**src/rtl/lcd_char_sink.sv**
```systemverilog
// rtl/lcd_char_sink.sv - receive-side model of a 4-bit character-LCD bus with a 16x2 DDRAM image
//
// Ports:
//   clk_in       system clock
//   Clear        asynchronous active-high reset
//   lcd_data     LCD data nibble from the driver
//   lcd_control  {E, RS, RW} from the driver
//   rd_addr      image read index, [4]=line, [3:0]=column
//   rd_char      DDRAM image at rd_addr, registered (1-cycle latency)
//   byte_valid   one-cycle pulse per assembled byte
//   byte_out     last assembled byte (held)
//   byte_rs      RS of last assembled byte (held)
//   cursor_addr  DDRAM address counter
//   display_on   D bit of the last Display On/Off command
//   four_bit     set once 4-bit mode is entered
//   busy         high while the fill sweep runs
//   err_busy     sticky: a byte completed while busy and was dropped
module lcd_char_sink #(
    parameter int          SYNC_STAGES = 2,
    parameter logic [7:0]  FILL_CHAR   = 8'h20
) (
    input  logic       clk_in,
    input  logic       Clear,
    input  logic [3:0] lcd_data,
    input  logic [2:0] lcd_control,
    input  logic [4:0] rd_addr,
    output logic [7:0] rd_char,
    output logic       byte_valid,
    output logic [7:0] byte_out,
    output logic       byte_rs,
    output logic [6:0] cursor_addr,
    output logic       display_on,
    output logic       four_bit,
    output logic       busy,
    output logic       err_busy
);

    typedef enum logic [1:0] {
        INIT8  = 2'd0,
        NIB_HI = 2'd1,
        NIB_LO = 2'd2
    } mode_t;

    // Bus sample layout: [6]=E, [5]=RS, [4]=RW, [3:0]=data
    logic [6:0] bus_in;
    logic [6:0] sync_q [SYNC_STAGES];
    logic [6:0] cur;
    logic [6:0] prev_q;
    logic       e_fall;
    logic       strobe;

    mode_t      state;
    mode_t      state_next;
    logic       byte_done;
    logic [7:0] byte_asm;
    logic       rs_asm;

    logic [3:0] hi_nib;
    logic       hi_rs;
    logic       exec_pending;
    logic       id_inc;
    logic [4:0] sweep_cnt;

    logic [7:0] mem [32];
    logic       mem_we;
    logic [4:0] mem_waddr;
    logic [7:0] mem_wdata;
    logic       addr_in_window;

    assign bus_in = {lcd_control, lcd_data};
    assign cur    = sync_q[SYNC_STAGES-1];

    // prev_q holds the synced sample of the cycle before cur, so on the
    // falling edge it still carries the data/RS/RW seen while E was high.
    assign e_fall = prev_q[6] & ~cur[6];
    assign strobe = e_fall & ~prev_q[4];

    always_ff @(posedge clk_in or posedge Clear) begin
        if (Clear) begin
            for (int i = 0; i < SYNC_STAGES; i++) begin
                sync_q[i] <= '0;
            end
            prev_q <= '0;
        end else begin
            sync_q[0] <= bus_in;
            for (int i = 1; i < SYNC_STAGES; i++) begin
                sync_q[i] <= sync_q[i-1];
            end
            prev_q <= cur;
        end
    end

    // Mode FSM: state register
    always_ff @(posedge clk_in or posedge Clear) begin
        if (Clear) begin
            state <= INIT8;
        end else begin
            state <= state_next;
        end
    end

    // Mode FSM: next state
    always_comb begin
        state_next = state;
        case (state)
            INIT8: begin
                if (strobe && !prev_q[5] && prev_q[3:0] == 4'h2) begin
                    state_next = NIB_HI;
                end
            end
            NIB_HI: begin
                if (strobe) begin
                    state_next = NIB_LO;
                end
            end
            NIB_LO: begin
                if (strobe) begin
                    state_next = NIB_HI;
                end
            end
            default: state_next = INIT8;
        endcase
    end

    // Mode FSM: outputs (byte completion and assembled value)
    always_comb begin
        byte_done = 1'b0;
        byte_asm  = 8'h00;
        rs_asm    = 1'b0;
        case (state)
            INIT8: begin
                byte_done = strobe;
                byte_asm  = {prev_q[3:0], 4'h0};
                rs_asm    = prev_q[5];
            end
            NIB_LO: begin
                byte_done = strobe;
                byte_asm  = {hi_nib, prev_q[3:0]};
                // RS of the high half wins if the halves disagree
                rs_asm    = hi_rs;
            end
            default: begin
                byte_done = 1'b0;
            end
        endcase
    end

    // Byte capture, drop-while-busy flagging, and execution scheduling.
    // 8-bit-mode ops during init carry no effect, so only 4-bit bytes are queued.
    always_ff @(posedge clk_in or posedge Clear) begin
        if (Clear) begin
            hi_nib       <= 4'h0;
            hi_rs        <= 1'b0;
            byte_valid   <= 1'b0;
            byte_out     <= 8'h00;
            byte_rs      <= 1'b0;
            err_busy     <= 1'b0;
            exec_pending <= 1'b0;
            four_bit     <= 1'b0;
        end else begin
            byte_valid   <= byte_done;
            exec_pending <= byte_done && !busy && (state != INIT8);
            if (state == NIB_HI && strobe) begin
                hi_nib <= prev_q[3:0];
                hi_rs  <= prev_q[5];
            end
            if (byte_done) begin
                byte_out <= byte_asm;
                byte_rs  <= rs_asm;
                if (busy) begin
                    err_busy <= 1'b1;
                end
            end
            if (state == INIT8 && state_next == NIB_HI) begin
                four_bit <= 1'b1;
            end
        end
    end

    function automatic logic [6:0] next_addr(input logic [6:0] a, input logic inc);
        logic [6:0] n;
        if (inc) begin
            if (a == 7'h0F)      n = 7'h40;
            else if (a == 7'h4F) n = 7'h00;
            else                 n = a + 7'd1;
        end else begin
            if (a == 7'h40)      n = 7'h0F;
            else if (a == 7'h00) n = 7'h4F;
            else                 n = a - 7'd1;
        end
        return n;
    endfunction

    assign addr_in_window = (cursor_addr[6:4] == 3'b000) || (cursor_addr[6:4] == 3'b100);

    // Command/data execution and the fill sweep. Reset starts a sweep so the
    // image is filled without needing a resettable memory array.
    always_ff @(posedge clk_in or posedge Clear) begin
        if (Clear) begin
            cursor_addr <= 7'h00;
            id_inc      <= 1'b1;
            display_on  <= 1'b0;
            busy        <= 1'b1;
            sweep_cnt   <= 5'd0;
        end else if (busy) begin
            sweep_cnt <= sweep_cnt + 5'd1;
            if (sweep_cnt == 5'd31) begin
                busy <= 1'b0;
            end
        end else if (exec_pending) begin
            if (byte_rs) begin
                cursor_addr <= next_addr(cursor_addr, id_inc);
            end else begin
                casez (byte_out)
                    8'b1???????: cursor_addr <= byte_out[6:0];
                    8'b00001???: display_on  <= byte_out[2];
                    8'b000001??: id_inc      <= byte_out[1];
                    8'b0000001?: cursor_addr <= 7'h00;
                    8'b00000001: begin
                        cursor_addr <= 7'h00;
                        id_inc      <= 1'b1;
                        busy        <= 1'b1;
                        sweep_cnt   <= 5'd0;
                    end
                    default: ;
                endcase
            end
        end
    end

    // Single write port: sweep has priority, data writes only inside the visible window
    always_comb begin
        mem_we    = 1'b0;
        mem_waddr = 5'd0;
        mem_wdata = 8'h00;
        if (busy) begin
            mem_we    = 1'b1;
            mem_waddr = sweep_cnt;
            mem_wdata = FILL_CHAR;
        end else if (exec_pending && byte_rs && addr_in_window) begin
            mem_we    = 1'b1;
            mem_waddr = {cursor_addr[6], cursor_addr[3:0]};
            mem_wdata = byte_out;
        end
    end

    always_ff @(posedge clk_in) begin
        if (mem_we) begin
            mem[mem_waddr] <= mem_wdata;
        end
    end

    // Registered read; a same-cycle write to the same cell returns the old value
    always_ff @(posedge clk_in or posedge Clear) begin
        if (Clear) begin
            rd_char <= FILL_CHAR;
        end else begin
            rd_char <= mem[rd_addr];
        end
    end

endmodule
```
**config.mk**
```make
export PLATFORM = sky130hd
export DESIGN_NAME = lcd_char_sink
export DESIGN_NICKNAME = d
export VERILOG_FILES = /design/src/rtl/lcd_char_sink.sv
export SDC_FILE = /design/constraint.sdc
export NUM_CORES = 1
export LEC_CHECK = 0
export ABC_AREA = 1
export BUFFER_PORTS_ARGS = -buffer_cell sky130_fd_sc_hd__buf_4
export CAP_MARGIN = 20
export CORE_MARGIN = 3
export CORE_UTILIZATION = 40
export CTS_BUF_LIST = sky130_fd_sc_hd__clkbuf_16
export DETAILED_ROUTE_END_ITERATION = 10
export GPL_ROUTABILITY_DRIVEN = 0
export SLEW_MARGIN = 20
export SYNTH_ARGS = -nofsm -noshare
export SYNTH_HDL_FRONTEND = slang
export SYNTH_SLANG_ARGS = --single-unit
```
**constraint.sdc**
```tcl
create_clock -name clk_in -period 4.2 [get_ports clk_in]
set_input_delay 0.21 -clock clk_in [delete_from_list [all_inputs] [get_ports clk_in]]
set_output_delay 0.21 -clock clk_in [all_outputs]
set_load 0.01 [all_outputs]
```
# ---- Word level (Yosys, flattened, before mapping)
# Memories as Yosys holds them, arrays and structs flattened. A register that Yosys moved wholly into a read port is not among the register bits.
# Cells that the tools add are included.
dict set report word_totals {
  memories 1
  regBits 56
  in_bits 14
  output_inout_bits 29
  word_cells 99
  ram_bits 256
}
# memory depth word_bits rd rd_ports_with_merged_regs wr line
set mem_list {}
lappend mem_list {mem 32 8 1 1 1 64} ;# logic [7:0] mem [32];
dict set report classes {
  n_mux 32
  n_addsub 3
  eq_ne 14
  bitwise_logic 6
  n_reduce_logical 26
}
# cell count
set op_table {}
lappend op_table {{$mux W7} 6}
lappend op_table {{$mux W5} 6}
lappend op_table {{$mux W8} 2}
lappend op_table {{$pmux W8 S2} 1}
lappend op_table {{$eq A7 B7 Y1 const B} 2}
lappend op_table {{$pmux W7 S2} 1}
lappend op_table {{$mux W1} 10}
lappend op_table {{$eq A8 B1 Y1 const B} 1}
lappend op_table {{$logic_and A1 B1 Y1} 8}
lappend op_table {{$reduce_and A4 Y1} 2}
lappend op_table {{$reduce_bool A2 Y1} 4}
lappend op_table {{$add A7 B1 Y7 const B} 1}
lappend op_table {{$eq A7 B1 Y1 const B} 1}
lappend op_table {{$eq A7 B4 Y1 const B} 1}
lappend op_table {{$logic_not A7 Y1} 1}
lappend op_table {{$sub A7 B1 Y7 const B} 1}
lappend op_table {{$eq A6 B1 Y1 const B} 1}
lappend op_table {{$mux W2} 3}
lappend op_table {{$pmux W2 S3} 1}
lappend op_table {{$reduce_and A3 Y1} 2}
lappend op_table {{$add A5 B1 Y5 const B} 1}
lappend op_table {{$eq A5 B1 Y1 const B} 1}
lappend op_table {{$eq A5 B5 Y1 const B} 1}
lappend op_table {{$eq A2 B1 Y1 const B} 2}
lappend op_table {{other kinds (14)} 21}

# ---- Longest topological paths before layout
# Gate-level depths: netlist of the first run.
dict set report depth {
  depth_word 9
  depth_mapped 11
  ltp_nobuf 9
}

# ---- Least setup slack after synthesis of the first run
# No wires, ideal clock.
dict set report synth_timing {
  kind {reg-to-reg}
  start {register busy}
  end {memory mem[0][5] (data pin)}
  synth_period_minus_slack_ns 2.172
  setup_time_ns 0.377
  setup_slack_ns 2.028
  stages_incl_launch_ff 4
  required_ns 3.823
  t_arrival_ns 1.795
  cell_sequence {dfstp_2 > buf_2 > inv_1 > a21oi_1}
}
dict set report synth_between {
  elab_chain_cells 1
}
# element line
set synth_lines {}
lappend synth_lines {{from (decl)} 34} ;# output logic busy,
lappend synth_lines {{from (signal assigned)} 203} ;# busy <= 1'b1;
lappend synth_lines {{from (signal assigned)} 208} ;# busy <= 1'b0;
lappend synth_lines {{from (signal assigned)} 222} ;# busy <= 1'b1;
lappend synth_lines {{$mux W8} 236} ;# if (busy) begin
lappend synth_lines {{net mem_wdata[5]} 67} ;# logic [7:0] mem_wdata;
lappend synth_lines {{to (decl)} 64}
# The timed path passes the listed nets, and every way through them passes these cells.

# ---- Worst setup path in the final report of the first run
dict set report layout_timing {
  start {register busy}
  end {memory mem[8][4] (enable)}
}
dict set report layout_between {
  elab_chain_cells 3
  word_cells_on_any_way 4
  cone_classes {4 x mux}
}
# element line
set layout_lines {}
lappend layout_lines {{$mux W1} 236}
lappend layout_lines {{$mux W1} 248} ;# if (mem_we) begin
lappend layout_lines {{$mux W1 (not written as such)} 249} ;# mem[mem_waddr] <= mem_wdata;
# Several ways; a longest one is shown, not always the timed one.

==> results.sh, run 1 <==
export IMPL_status="completed"
export IMPL_slowest_delay_ps=750
export IMPL_syn_area_per_cell_um2=10.8
export IMPL_synth_top_flop_cell="edfxtp_1"
export IMPL_die_area_mm2=0.0352
export IMPL_relSlewSlack=0.314
export IMPL_synth_area_mm2=0.0132
export IMPL_first_iter_violations=774
export IMPL_drive_gt1_frac=0.0910
export IMPL_power_net_switching_w=0.00151
export IMPL_start_util=0.411
export IMPL_cp_max_fo=19
export IMPL_tns_ps=0
export IMPL_synth_most_common_cell="nand2_1"
export IMPL_p_int_w=0.00503
export IMPL_yosys_top_cells_area="edfxtp_1 (58%), nand2_1 (13%), dfrtp_1 (12%)"
export IMPL_power_density_mw_per_mm2=439
export IMPL_core_mm2=0.0320
export IMPL_cp_num_buf_inv=2
export IMPL_dp_cells=1655
export IMPL_dr_pass1_iters=5
export IMPL_fin_worst_skew_ps=13.2
export IMPL_period_needed_ps=2850
export IMPL_period_share=0.678
export IMPL_worst_ep_arrival_time_ps=3030
export IMPL_combPwrFrac=0.076
export IMPL_grt_use_total=0.179
export IMPL_antenna_left=0
export IMPL_grt_max_degree=73
export IMPL_cts_root_buf="clkbuf_16"
export IMPL_clk_pin_slew_ps=60
export IMPL_slew_violations=0
export IMPL_synth_warnings=0
export IMPL_h_tree_depth=1
export IMPL_setup_viol=0
export IMPL_remaining_drc_errors=0
export IMPL_hold_class="in -> reg"
export IMPL_fin_nets=1280
export IMPL_end_kind="register"
export IMPL_die_h_um=188
export IMPL_cap_violations=0
export IMPL_fin_cells=1721
export IMPL_cp_top_family="simple AND/OR/NAND/NOR gates"
export IMPL_max_vdd_ir_drop_uv=349
export IMPL_dp_hpwl_um=19400
export IMPL_finalInstanceArea_mm2=0.0149
export IMPL_syn_nets=1241
export IMPL_syn2layout_area_growth_pct=13.3
export IMPL_ys_types=28
export IMPL_post_cts_buffers=0
export IMPL_crit_top_cell="inv_1"
export IMPL_via_per_inst=5.09
export IMPL_grt_pass1_wl_um=49500
export IMPL_clock_latency_ps=560
export IMPL_grt_ovfl_total=0
export IMPL_path_class="reg -> reg"
export IMPL_antenna_found_initial=0
export IMPL_swShare=0.231
export IMPL_synth_commonest_cells="nand2_1 (441), edfxtp_1 (256), nand3_1 (226)"
export IMPL_rows=65
export IMPL_crit_slowest_cell="nor2_1"
export IMPL_post_drt_wl_per_cell_um=18.5
export IMPL_dieWidth_um=188
export IMPL_synth_seq_cells=320
export IMPL_async_flop_share=0.200
export IMPL_cp_cell_sequence="inv_1 > nand2_4 > o21ai_2 > inv_1 > nand2_1 > nor2_1"
export IMPL_timing_fmax_ghz=0.351
export IMPL_vias=8764
export IMPL_synth_edf_count=256
export IMPL_finalHoldViolCount=0
export IMPL_routed_wl_um=31900
export IMPL_place_area_mm2=0.0139
export IMPL_rsz0062_at_grt="no"
export IMPL_worstPathRequired_ps=4390
export IMPL_synth_top_area_frac=0.583
export IMPL_clock_path_buffers=3
export IMPL_worstMarginPinSlew_ps=1020
export IMPL_grt_pass1_vias=8694
export IMPL_synth_seq_area_share=0.705
export IMPL_synth_area_leader_cell="edfxtp_1"
export IMPL_clkPwrFrac=0.391
export IMPL_cts_resized=0
export IMPL_portBuffers=42
export IMPL_io_pins=43
export IMPL_worstSetupStartpointType="register"
export IMPL_postSynthCellCount=1223
export IMPL_pwr_share_seq=0.533
export IMPL_cts_tree="built"
export IMPL_cts_made_buffers=31
export IMPL_num_antenna_cells=0
export IMPL_clock_sinks=320
export IMPL_p_leak_nw=5.69
[tightest hold or removal path, cell delays in order]
cell     delay (ps)
buf_4           180
nand2_1          80
nand2_1          50
nand2_1          60
nand2_1          50
[cell families (layout without fill, tap and decap cells)]
group,count (synthesis),after routing,synth area share
adders and majority gates,4,4,0.00380
DFF,320,320,0.705
xor gates and xnor gates,1,1,0.000665
buffers and inverters,102,165,0.0325
and+or+nand+nor,749,749,0.237
AOI/OAI and AO/OA,47,47,0.0207
[state kept, by name, indices dropped and copies added (netlist names)]
name	flops
id_inc	1
rd_char	8
sync_q	7
display_on	1
four_bit	1
cur	7
sweep_cnt	5
busy	1
byte_valid	1
mem	256
err_busy	1
cursor_addr	7
hi_nib	4
state	2
byte_rs	1
exec_pending	1
byte_out	8
prev_q	7
hi_rs	1
[power by group through the flow]
stage / Sequential, W / Clock (W) / Combinational (W)
after floorplan: 0.00355 / 0 / 0.000324
after global placement: 0.00355 / 0 / 0.000489
after detailed placement: 0.00355 / 0 / 0.000491
after CTS: 0.00349 / 0.00260 / 0.000499
after global routing: 0.00350 / 0.00274 / 0.000562
final: 0.00349 / 0.00256 / 0.000496
[repair_timing]
action,CTS,global route
hold endpoints to repair,45,0
setup endpoints to repair,0,0
hold buffers,9,0
[layout make-up]
type | instances | area, um2
well taps | 435 | 544
inverters | 44 | 168
fillers | 2978 | 17100
clock inverters | 25 | 128
repair buffers | 64 | 515
clock buffers | 32 | 801
flip-flops and latches | 320 | 9290
multi-input cells | 801 | 3480
[final timing paths]
check,end,from,depth (start not counted),slack (ps)
worst max register to register,mem[8][4],busy,6,1350
min in group asynchronous,rd_char[7],Clear,3,360
worst min register to register,cur[2],sync_q[9],0,350
max in group asynchronous,id_inc,Clear,4,2890
worst max-delay path,mem[8][4],busy,6,1350
worst min-delay path,rd_char[7],rd_addr[3],5,130
[cells in the final DEF (no fill, tap or decap), drive strengths merged, types with 4 or more instances in the layout]
cell / n
ha: 4
dlygate4sd3: 9
nand2: 443
inv: 53
o21ai: 32
clkbuf: 32
dfrtp: 61
buf: 55
o22ai: 6
edfxtp: 256
nand3: 226
clkinv: 15
a21oi: 6
nor2: 74
[per-layer routing]
metal,global-route usage,share of wire
met1,0.249,0.44
met2,0.299,0.48
met3,0.0206,0.052
met4,0.0517,0.025
met5,0,0
[stage by stage]
| step | setup WS [ps] | hold WS [ps] | util | total power (W) |
|---|---|---|---|---|
| 5_1_grt | 1170 | 128 | 0.466 | 0.00680 |
| 2_1_floorplan | 2030 | 241 | - | 0.00387 |
| 3_3_place_gp | 1450 | 319 | 0.434 | 0.00404 |
| 3_5_place_dp | 1340 | 321 | 0.434 | 0.00405 |
| 6_report | 1350 | 126 | 0.466 | 0.00655 |
| 4_1_cts | 1330 | 99.4 | 0.466 | 0.00659 |
Note: power is estimated with default switching activity, not from simulation.
==> run 2: changes to the inputs <==
==> constraint.sdc (replaced) <==
create_clock -name clk_in -period 2.8 [get_ports clk_in]
set_input_delay 0.14 -clock clk_in [delete_from_list [all_inputs] [get_ports clk_in]]
set_output_delay 0.14 -clock clk_in [all_outputs]
set_load 0.01 [all_outputs]
==> run 2 against run 1 <==
- non-clock buffer count grew 45
- via count grew 2.8%
- routed wire length grew 0.39%
- sequential power grew 50%
- flip-flop and latch count is the same
- critical path depth is the same
- total power grew 52%
- combinational power grew 57%
- die area is the same
- register-to-register slack lost 1000 ps
- count of clock-buffer cells in the layout shrank 1
- hold slack lost 75 ps
- largest power group unchanged
==> results.sh, run 2 (synthesis results as in run 1) <==
export IMPL_clkPwrFrac=0.398
export IMPL_clock_latency_ps=560
export IMPL_r2r_end="mem[24][0]"
export IMPL_hold_class="in -> reg"
export IMPL_vias=9010
export IMPL_cp_top_family="simple AND/OR/NAND/NOR gates"
export IMPL_top_regs="mem: 256 flops, byte_out: 8 flops, rd_char: 8 flops"
export IMPL_r2r_cells=6
export IMPL_fin_nets=1325
export IMPL_routed_wl_um=32000
export IMPL_h_tree_depth=1
export IMPL_period_share=0.881
export IMPL_remaining_drc_errors=0
export IMPL_core_mm2=0.0320
export IMPL_cap_violations=0
export IMPL_power_net_switching_w=0.00228
export IMPL_rows=65
export IMPL_fin_cells=1766
export IMPL_swShare=0.228
export IMPL_cts_root_buf="clkbuf_16"
export IMPL_worstMarginPinSlew_ps=759
export IMPL_period_needed_ps=2470
export IMPL_path_class="reg -> reg"
export IMPL_syn2layout_area_growth_pct=16.4
export IMPL_start_util=0.411
export IMPL_first_iter_violations=922
export IMPL_num_antenna_cells=0
export IMPL_io_pins=43
export IMPL_grt_use_total=0.182
export IMPL_die_h_um=188
export IMPL_dieWidth_um=188
export IMPL_cp_cell_sequence="inv_1 > nand2_4 > o21ai_2 > inv_1 > nand2_1 > nor2_1"
export IMPL_cts_made_buffers=31
export IMPL_die_area_mm2=0.0352
export IMPL_final_common_cell="nand2_1"
export IMPL_drive_gt1_frac=0.123
export IMPL_via_per_inst=5.10
export IMPL_slowest_delay_ps=730
export IMPL_grt_ovfl_total=0
export IMPL_rrSetupSlack_ps=330
export IMPL_min_delay_start="rd_addr[3]"
export IMPL_worstSetupStartpointType="register"
export IMPL_cp_max_fo=19
export IMPL_pwr_share_seq=0.524
export IMPL_p_leak_nw=5.93
export IMPL_most_common_layout_cells="nand2_1 (441), edfxtp_1 (256), nand3_1 (226)"
export IMPL_tns_ps=0
export IMPL_cts_tree="built"
export IMPL_grt_max_degree=95
export IMPL_antenna_found_initial=0
export IMPL_finalHoldViolCount=0
export IMPL_clock_path_buffers=3
export IMPL_max_vdd_ir_drop_uv=545
export IMPL_post_drt_wl_per_cell_um=18.1
export IMPL_power_w=0.00997
export IMPL_power_density_mw_per_mm2=650
export IMPL_portBuffers=42
export IMPL_multiInputGateArea_mm2=0.00348
export IMPL_crit_top_cell="inv_1"
export IMPL_antenna_left=0
export IMPL_worst_ep_arrival_time_ps=2660
export IMPL_largest_reg_flops=256
export IMPL_cts_resized=0
export IMPL_p_int_w=0.00769
export IMPL_dp_cells=1700
export IMPL_clock_sinks=320
export IMPL_cp_num_buf_inv=2
export IMPL_register_area_mm2=0.00929
export IMPL_crit_slowest_cell="dfstp_2"
export IMPL_dp_hpwl_um=20700
export IMPL_status="completed"
export IMPL_worstPathRequired_ps=3000
export IMPL_end_kind="register"
export IMPL_fin_worst_skew_ps=9.84
export IMPL_fillers=2954
export IMPL_grt_pass1_wl_um=50700
export IMPL_timing_fmax_ghz=0.405
export IMPL_whs_path_depth=5
export IMPL_slew_violations=0
export IMPL_rr_startpoint="busy"
export IMPL_top_register="mem"
export IMPL_setup_viol=0
export IMPL_rsz0062_at_grt="no"
export IMPL_relSlewSlack=0.494
export IMPL_holdPathEnd="rd_char[5]"
export IMPL_dr_pass1_iters=6
export IMPL_clk_pin_slew_ps=60
export IMPL_grt_pass1_vias=8894
export IMPL_combPwrFrac=0.078
[run 2: changes by cell type in the layout (fill, tap and decap cells not counted)]
cell / delta
inv_2: +1
clkinv_1: +4
buf_4: +42
buf_12: +3
clkbuf_16: -1
inv_1: -6
bufinv_16: +2
[run 2: how the worst max path moves through the flow]
stage | startpoint | endpoint | slack [ps] | cells past startpoint
finish | busy | mem[24][0] | 330 | 6
CTS | busy | mem[24][0] | 300 | 6
detailed placement | busy | mem[24][0] | 320 | 6
global route | busy | mem[24][0] | 80 | 6
global placement | busy | mem[24][0] | 370 | 6
floorplan | busy | mem[0][5] | 630 | 3
[run 2: power groups by stage]
stage	clock network (W)	registers, W	logic, W
finish	0.00397	0.00522	0.000778
global route	0.00427	0.00523	0.000886
CTS	0.00405	0.00522	0.000783
detailed placement	0	0.00532	0.000770
global placement	0	0.00531	0.000766
floorplan	0	0.00532	0.000487
[run 2: per-layer routing]
| metal | vias up | track usage | routed length [um] | share of wire |
|---|---|---|---|---|
| met5 | - | 0 | 0 | 0 |
| met4 | 0 | 0.0465 | 752 | 0.023 |
| met3 | 50 | 0.0251 | 1900 | 0.059 |
| met2 | 284 | 0.300 | 15200 | 0.48 |
| met1 | 4350 | 0.255 | 14100 | 0.44 |
| li1 | 4326 | - | - | - |
[run 2: what timing repair did]
action                    4_1_cts  5_1_grt
buffers inserted                0        0
hold buffers                    9        0
hold endpoints to repair       48        0
[run 2: layout make-up]
cell class / count / area share
flip-flops and latches: 320 / 0.606
multi-input cells: 801 / 0.227
repair buffers: 109 / 0.0581
clock buffers: 31 / 0.0506
well taps: 435 / 0.0355
clock inverters: 26 / 0.0121
inverters: 44 / 0.0109
[run 2: through the flow]
step	area, um2	worst slack, ps	utilization	hold slack (ps)
after CTS	15300	301	0.479	43.7
after global placement	14300	371	0.446	145
after global routing	15300	75.1	0.479	67.2
after floorplan	13200	628	-	171
final	15300	332	0.479	51.7
after detailed placement	14300	321	0.446	153
[run 2: tightest hold or removal path, stage by stage]
cell     delay, ps
buf_4          180
nand2_1         90
nand2_1         60
nand2_1         60
nand2_1         70
